`src/rtl/adma_desc_consumer.sv`:
```
// Per-channel descriptor consumer: pops one 2D descriptor and expands it into 1D row commands.
// Optional macro ADMA_DESC_DONE_TRACK_EN holds completion until every issued row reports done.
module adma_desc_consumer #(
    parameter int SRC_ADDR_W   = 32,
    parameter int DST_ADDR_W   = 32,
    parameter int DMA_LENGTH_W = 16
) (
    input  logic                    clk,
    input  logic                    rst,
    input  logic                    chn_en_i,
    input  logic [SRC_ADDR_W-1:0]   src_addr_i,
    input  logic [DST_ADDR_W-1:0]   dst_addr_i,
    input  logic [DMA_LENGTH_W-1:0] xfer_xlen_i,
    input  logic [DMA_LENGTH_W-1:0] xfer_ylen_i,
    input  logic [DMA_LENGTH_W-1:0] src_stride_i,
    input  logic [DMA_LENGTH_W-1:0] dst_stride_i,
    output logic                    desc_rd_vld_o,
    input  logic                    desc_rd_rdy_i,
    output logic [SRC_ADDR_W-1:0]   row_src_addr_o,
    output logic [DST_ADDR_W-1:0]   row_dst_addr_o,
    output logic [DMA_LENGTH_W-1:0] row_len_o,
    output logic                    row_last_o,
    output logic                    row_vld_o,
    input  logic                    row_rdy_i,
    input  logic                    row_done_i,
    output logic                    desc_done_o,
    output logic                    busy_o
);

    typedef enum logic [1:0] {
        IDLE  = 2'd0,
        ISSUE = 2'd1,
        WAIT  = 2'd2,
        DONE  = 2'd3
    } state_t;

    localparam logic [DMA_LENGTH_W-1:0] LEN_ONE = {{(DMA_LENGTH_W-1){1'b0}}, 1'b1};

    state_t                  state;
    state_t                  state_nxt;
    logic [SRC_ADDR_W-1:0]   src_addr;
    logic [DST_ADDR_W-1:0]   dst_addr;
    logic [DMA_LENGTH_W-1:0] row_len;
    logic [DMA_LENGTH_W-1:0] src_stride;
    logic [DMA_LENGTH_W-1:0] dst_stride;
    logic [DMA_LENGTH_W-1:0] rows_left;
    logic                    pop;
    logic                    row_hs;
    logic                    last_hs;
    logic                    zero_desc;

    // rst gating keeps the pop request low while reset is applied, whatever chn_en_i does
    assign desc_rd_vld_o  = (state == IDLE) && chn_en_i && !rst;
    assign row_vld_o      = (state == ISSUE);
    assign row_last_o     = (state == ISSUE) && (rows_left == LEN_ONE);
    assign desc_done_o    = (state == DONE);
    assign busy_o         = (state != IDLE);
    assign row_src_addr_o = src_addr;
    assign row_dst_addr_o = dst_addr;
    assign row_len_o      = row_len;

    assign pop       = desc_rd_vld_o && desc_rd_rdy_i;
    assign row_hs    = row_vld_o && row_rdy_i;
    assign last_hs   = row_hs && (rows_left == LEN_ONE);
    assign zero_desc = (xfer_xlen_i == '0) || (xfer_ylen_i == '0);

`ifdef ADMA_DESC_DONE_TRACK_EN
    localparam logic [DMA_LENGTH_W:0] OUT_ONE = {{DMA_LENGTH_W{1'b0}}, 1'b1};

    logic [DMA_LENGTH_W:0] outstanding;
    logic [DMA_LENGTH_W:0] outstanding_nxt;
    logic                  drained;

    // Outstanding-row count: a coincident issue and completion cancel, and completions never underflow
    always_comb begin
        outstanding_nxt = outstanding;
        if (row_hs && !row_done_i) begin
            outstanding_nxt = outstanding + OUT_ONE;
        end else if (!row_hs && row_done_i && (outstanding != '0)) begin
            outstanding_nxt = outstanding - OUT_ONE;
        end else begin
            outstanding_nxt = outstanding;
        end
    end

    // Outstanding-row count register
    always_ff @(posedge clk or posedge rst) begin
        if (rst) begin
            outstanding <= '0;
        end else begin
            outstanding <= outstanding_nxt;
        end
    end

    assign drained = (outstanding_nxt == '0);
`else
    logic unused_row_done;
    assign unused_row_done = row_done_i;
`endif

    // FSM state register
    always_ff @(posedge clk or posedge rst) begin
        if (rst) begin
            state <= IDLE;
        end else begin
            state <= state_nxt;
        end
    end

    // Next-state logic
    always_comb begin
        state_nxt = state;
        case (state)
            IDLE: begin
                if (pop) begin
                    state_nxt = zero_desc ? DONE : ISSUE;
                end else begin
                    state_nxt = IDLE;
                end
            end
            ISSUE: begin
                if (last_hs) begin
`ifdef ADMA_DESC_DONE_TRACK_EN
                    state_nxt = WAIT;
`else
                    state_nxt = DONE;
`endif
                end else begin
                    state_nxt = ISSUE;
                end
            end
            WAIT: begin
`ifdef ADMA_DESC_DONE_TRACK_EN
                if (drained) begin
                    state_nxt = DONE;
                end else begin
                    state_nxt = WAIT;
                end
`else
                state_nxt = IDLE;
`endif
            end
            DONE:    state_nxt = IDLE;
            default: state_nxt = IDLE;
        endcase
    end

    // Descriptor capture on pop, then per-row address stepping with silent modulo wrap
    always_ff @(posedge clk or posedge rst) begin
        if (rst) begin
            src_addr   <= '0;
            dst_addr   <= '0;
            row_len    <= '0;
            src_stride <= '0;
            dst_stride <= '0;
            rows_left  <= '0;
        end else if (pop) begin
            src_addr   <= src_addr_i;
            dst_addr   <= dst_addr_i;
            row_len    <= xfer_xlen_i;
            src_stride <= src_stride_i;
            dst_stride <= dst_stride_i;
            rows_left  <= xfer_ylen_i;
        end else if (row_hs) begin
            src_addr   <= src_addr + SRC_ADDR_W'(src_stride);
            dst_addr   <= dst_addr + DST_ADDR_W'(dst_stride);
            rows_left  <= rows_left - LEN_ONE;
        end
    end

endmodule

```
`config.mk`:
```
export PLATFORM = sky130hd
export DESIGN_NAME = adma_desc_consumer
export DESIGN_NICKNAME = d
export VERILOG_FILES = /design/src/rtl/adma_desc_consumer.sv
export SDC_FILE = /design/constraint.sdc
export NUM_CORES = 1
export LEC_CHECK = 0
export ABC_CLOCK_PERIOD_IN_PS = 5000
export CAP_MARGIN = 20
export CELL_PAD_IN_SITES_DETAIL_PLACEMENT = 0
export CELL_PAD_IN_SITES_GLOBAL_PLACEMENT = 1
export CORE_ASPECT_RATIO = 1.2
export CORE_MARGIN = 2
export CORE_UTILIZATION = 35
export CTS_CLUSTER_DIAMETER = 50
export CTS_CLUSTER_SIZE = 24
export DETAILED_ROUTE_END_ITERATION = 8
export DONT_BUFFER_PORTS = 1
export PLACE_DENSITY = 0.61
export SKIP_LAST_GASP = 1
export SLEW_MARGIN = 20
export SYNTH_ARGS = -nofsm -noshare
export SYNTH_HDL_FRONTEND = slang
export SYNTH_SLANG_ARGS = --single-unit
```
`constraint.sdc`:
```
create_clock -name clk -period 5 [get_ports clk]
set_clock_uncertainty 0.2 [all_clocks]
set_input_delay 1 -clock clk [delete_from_list [all_inputs] [get_ports clk]]
set_output_delay 1 -clock clk [all_outputs]
set_load 0.03 [all_outputs]
```
==> Yosys cells after proc, flatten, opt, wreduce, memory -nomap -nowiden <==
Index checks and enable logic that the tools add are counted.
{ "classes": {"add_sub_neg": 3, "multipliers": 0, "div": 0, "magnitude_cmp": 0, "n_eq_ne": 4, "shifts": 0, "n_mux": 10, "bitwise_logic": 0, "reduce_logical": 14} }
{ "ops": {"columns": ["operator", "n"], "rows": [
  ["32-bit two-way mux", 4],
  ["32-bit by 16-bit adder with 32-bit output", 2],
  ["16-bit logical NOT", 2],
  ["16-bit two-way mux", 2],
  ["16-bit by 1-bit == test with 1-bit output, second input constant", 1],
  ["16-bit by 1-bit subtractor with 16-bit output, second input constant", 1],
  ["1-bit logical AND", 6],
  ["2-bit two-way mux", 3],
  ["2-bit case mux with 3 select lines", 1],
  ["2-bit == test, second input constant", 2],
  ["2-bit nonzero test", 2],
  ["2-bit by 1-bit == test with 1-bit output, second input constant", 1],
  ["2-bit logical NOT", 1],
  ["2-bit OR reduction", 1],
  ["1-bit logical NOT", 1],
  ["1-bit logical OR", 1]
]} }
{ "word_totals": {"register_bits": 130, "latch_bits": 0, "mem_bits_rw": 0, "rom_bits": 0, "word_cells": 38, "n_memories": 0} }

==> Logic depth before layout (Yosys ltp) <==
{ "depth": {"word_depth": 6, "depth_mapped": 9} }

==> Worst setup path before layout <==
Ideal clock, no wire load.
{ "synth_path": {"kind": "register -> output", "from": "register rows_left[4]", "to": "output row_last_o", "arrival_ns": 2.970, "required_time_ns": 3.800, "path_slack_ns": 0.830, "path_stages_with_launch": 7, "path_cell_list": "dfrtp_1 > or3_4 > or4_4 > or3_4 > or4_4 > or4b_4 > nor2_1"} }
{ "synth_via": {"elab_chain_cells": 2} }
{ "synth_lines": {"columns": ["item", "line_no", "source"], "rows": [
  ["start: declaration", "46", "logic [DMA_LENGTH_W-1:0] rows_left;"],
  ["start signal: assignment", "163", "rows_left <= xfer_ylen_i;"],
  ["start signal: assignment", "167", "rows_left <= rows_left - LEN_ONE;"],
  ["16-bit by 1-bit == test with 1-bit output", "55", "assign row_last_o = (state == ISSUE) && (rows_left == LEN_ONE);"],
  ["1-bit logical AND", "55", null],
  ["end: declaration", "22", "output logic row_last_o,"]
]} }
No other way between the ends.

==> Worst setup path after layout <==
Same ends and word-level chain as after synthesis.

==> flow_summary.ini <==
[routing]
maxUsedRoutingLayer = met4
wire_per_inst_um = 19.7
wirelength_met1_mm = 9.51
drtAntennaViolNets = 0
drc = 0
num_vias = 6580
first_iter_violations = 398
finalWirelength_mm = 22.3
drt_pass1_iterations = 5
route.met2.wl_mm = 10.8
via_per_inst = 5.81
met3_length_mm = 1.60

[cells_and_area]
n_antenna_cell = 0
area_delta_synth_final_pct = 11.4
multi_input_area_um2 = 4050
finalNonFillerCells = 1133
layout_common_cells = nand2_1, dfrtp_1, o21ai_0, a21oi_1, nand3_1
final_common_cell = nand2_1
n_fill_cell = 2170
drive_gt1_frac = 0.0684
postLayoutCellArea_um2 = 8370
final_nets = 1020
regArea_um2 = 3250

[placed_design]
dp_hpwl_mm = 15.7
post_dp_cell_area_um2 = 7750
dp_cells = 1101
routabilityCongestion = 0.846
port_buffers = 0

[yosys]
syn_area_per_cell_um2 = 8.65
syn_nets = 1038
netlist_area_um2 = 7510
synth_cell_type_count = 58
synth_seq_cells = 130
ys_seq_area_frac = 0.433
yosys_warnings = 0
synth_edf_count = 0
synth-main-ff-cell = dfrtp_1
ys_async_sr_fraction = 1.00
netlist_instances = 868

[power]
p_per_area_nw_per_um2 = 700
power.total_mw = 5.85
p_leak_nw = 3.75
peakVddDrop_uv = 240

[flow_run]
drv_cap = 0

[global_routing]
track_usage = 0.198
grt_pass1_wl_mm = 35.1
grt_max_degree = 110
antenna_found_initial = 0
overflow = 0
grt_pass1_vias = 6642

[sta]
slew_headroom = 0.295
setup_viol = 0
rsz0062_at_grt = no
hold_violations = 0
worst_slew_pin_slew_ns = 1.05
min_period_ns = 4.73
fmax_mhz = 211
final_max_slew_viol_count = 0
min_period_over_period = 0.946
finalSetupTns_ns = 0

[worst_setup_path]
rr_startpoint = row_dst_addr_o[0]
rr_worst_depth = 9
cp.arrival_ns = 3.53
required_ns = 3.80
r2r_slack_ns = 1.32
end_kind = output port
slowest_delay_ns = 0.55
worst-setup-path-type = reg -> out
crit_slowest_cell = or4b_4
cp_max_fo = 7
r2r-end = row_dst_addr_o[24]
worstPathCellList = or3_4 -> or4_4 -> or3_4 -> or4_4 -> or4b_4 -> nor2_1
startpoint_type = flop

[worst_hold_path]
whs_endpoint = src_stride[5]
min-delay-start = src_stride[5]
whs_path_depth = 2
hold_path.class = reg -> reg

[die]
core_um2 = 21000
num_io_pins = 219
rows = 58
fp.dieW_um = 138
dieArea_um2 = 22600
die_h_um = 164
start_util = 0.358

[clock_network]
cts_tree = yes
clockBufferDepth = 2
numCtsBuffers = 17
hold_buffers = 0
clkTransAtPathRegs_ns = 0.06
root_buffer = clkbuf_16
cts.sinks = 130
cts_resized = 0
post_cts_buffers = 0
clkLatencyLatePin_ns = 0.42
htree_num_levels = 4

[outcome]
status = finished, final reports clean
-- per-stage QoR --
stage	hold WS (ns)	worst slack (ns)	util
5_1_grt	0.314	0.171	0.399
2_1_floorplan	0.250	0.331	-
3_5_place_dp	0.271	0.718	0.370
6_report	0.286	0.271	0.399
4_1_cts	0.289	0.261	0.399
3_3_place_gp	0.265	0.729	0.370
-- worst max-delay path: cells and delay by family (launching register included) --
kind / cells / cell delay, ns
flip-flops: 1 / 0.42
AND/OR/NAND/NOR: 6 / 2.69
-- layer usage --
layer  global-route usage  vias to the layer above
met2                0.331                      210
met1                0.252                     3207
li1                     -                     3139
met5                    0                        -
met3               0.0528                       24
met4               0.0584                        0
-- how the worst max path moves through the flow --
stage / start / to / slack, ns
after global routing: rows_left[4] / row_last_o / 0.17
after CTS: rows_left[4] / row_last_o / 0.26
after floorplan: rst / dst_stride[0] / 0.33
after global placement: rows_left[4] / row_last_o / 0.73
after detailed placement: rows_left[4] / row_last_o / 0.72
final: rows_left[4] / row_last_o / 0.27
-- sequential cells by signal, summed over array words and instances (netlist names) --
signal / flops
state: 2
dst_stride: 16
row_dst_addr_o: 32
rows_left: 16
row_len_o: 16
src_stride: 16
row_src_addr_o: 32
-- power breakdown --
| part | internal, mW | switching [mW] | total, mW |
|---|---|---|---|
| clock | 0.791 | 0.507 | 1.30 |
| sequential | 1.50 | 1.01 | 2.52 |
| combinational | 0.851 | 1.19 | 2.04 |
-- cell usage after synthesis, drive strengths merged, types with 2 or more instances --
library cell,number,share of area
fa,2,0.0053
or2,3,0.0025
ha,34,0.057
inv,15,0.0075
a31o,3,0.0035
o21ai,66,0.044
xnor2,11,0.013
o211ai,25,0.025
nor4,11,0.0092
and4,3,0.0035
a21o,14,0.014
o221ai,2,0.0023
o21bai,6,0.0060
and3,12,0.010
and2,10,0.0083
nand2b,5,0.0042
nand3,37,0.025
a211o,2,0.0023
a31oi,7,0.0058
o311ai,17,0.020
dfrtp,130,0.43
nor2,27,0.014
a21oi,40,0.027
nand2,222,0.11
nor3,6,0.0040
buf,8,0.0040
o31ai,3,0.0030
clkbuf,36,0.018
or3,4,0.0047
a22oi,34,0.034
o22ai,2,0.0017
nand4,15,0.013
or4,5,0.0063
xor2,16,0.019
a221o,7,0.0093
a211oi,11,0.011
-- cell families after synthesis --
group	after synthesis	synth area share
XOR/XNOR	27	0.0315
flip-flops	130	0.433
buffers and inverters	59	0.0295
multiplexers	1	0.00133
AND/OR/NAND/NOR	364	0.219
AO/OA/AOI/OAI	251	0.223
adder cells (fa/ha/maj)	36	0.0620
-- layout make-up --
| cell class | instances | area share |
|---|---|---|
| multi-input combinational | 679 | 0.484 |
| sequential | 130 | 0.389 |
| clock buffer | 17 | 0.0509 |
| tap | 270 | 0.0404 |
| clock inverter | 15 | 0.0220 |
| inverter | 15 | 0.00763 |
| timing repair buffer | 7 | 0.00628 |
(Power assumes the default switching activity.)
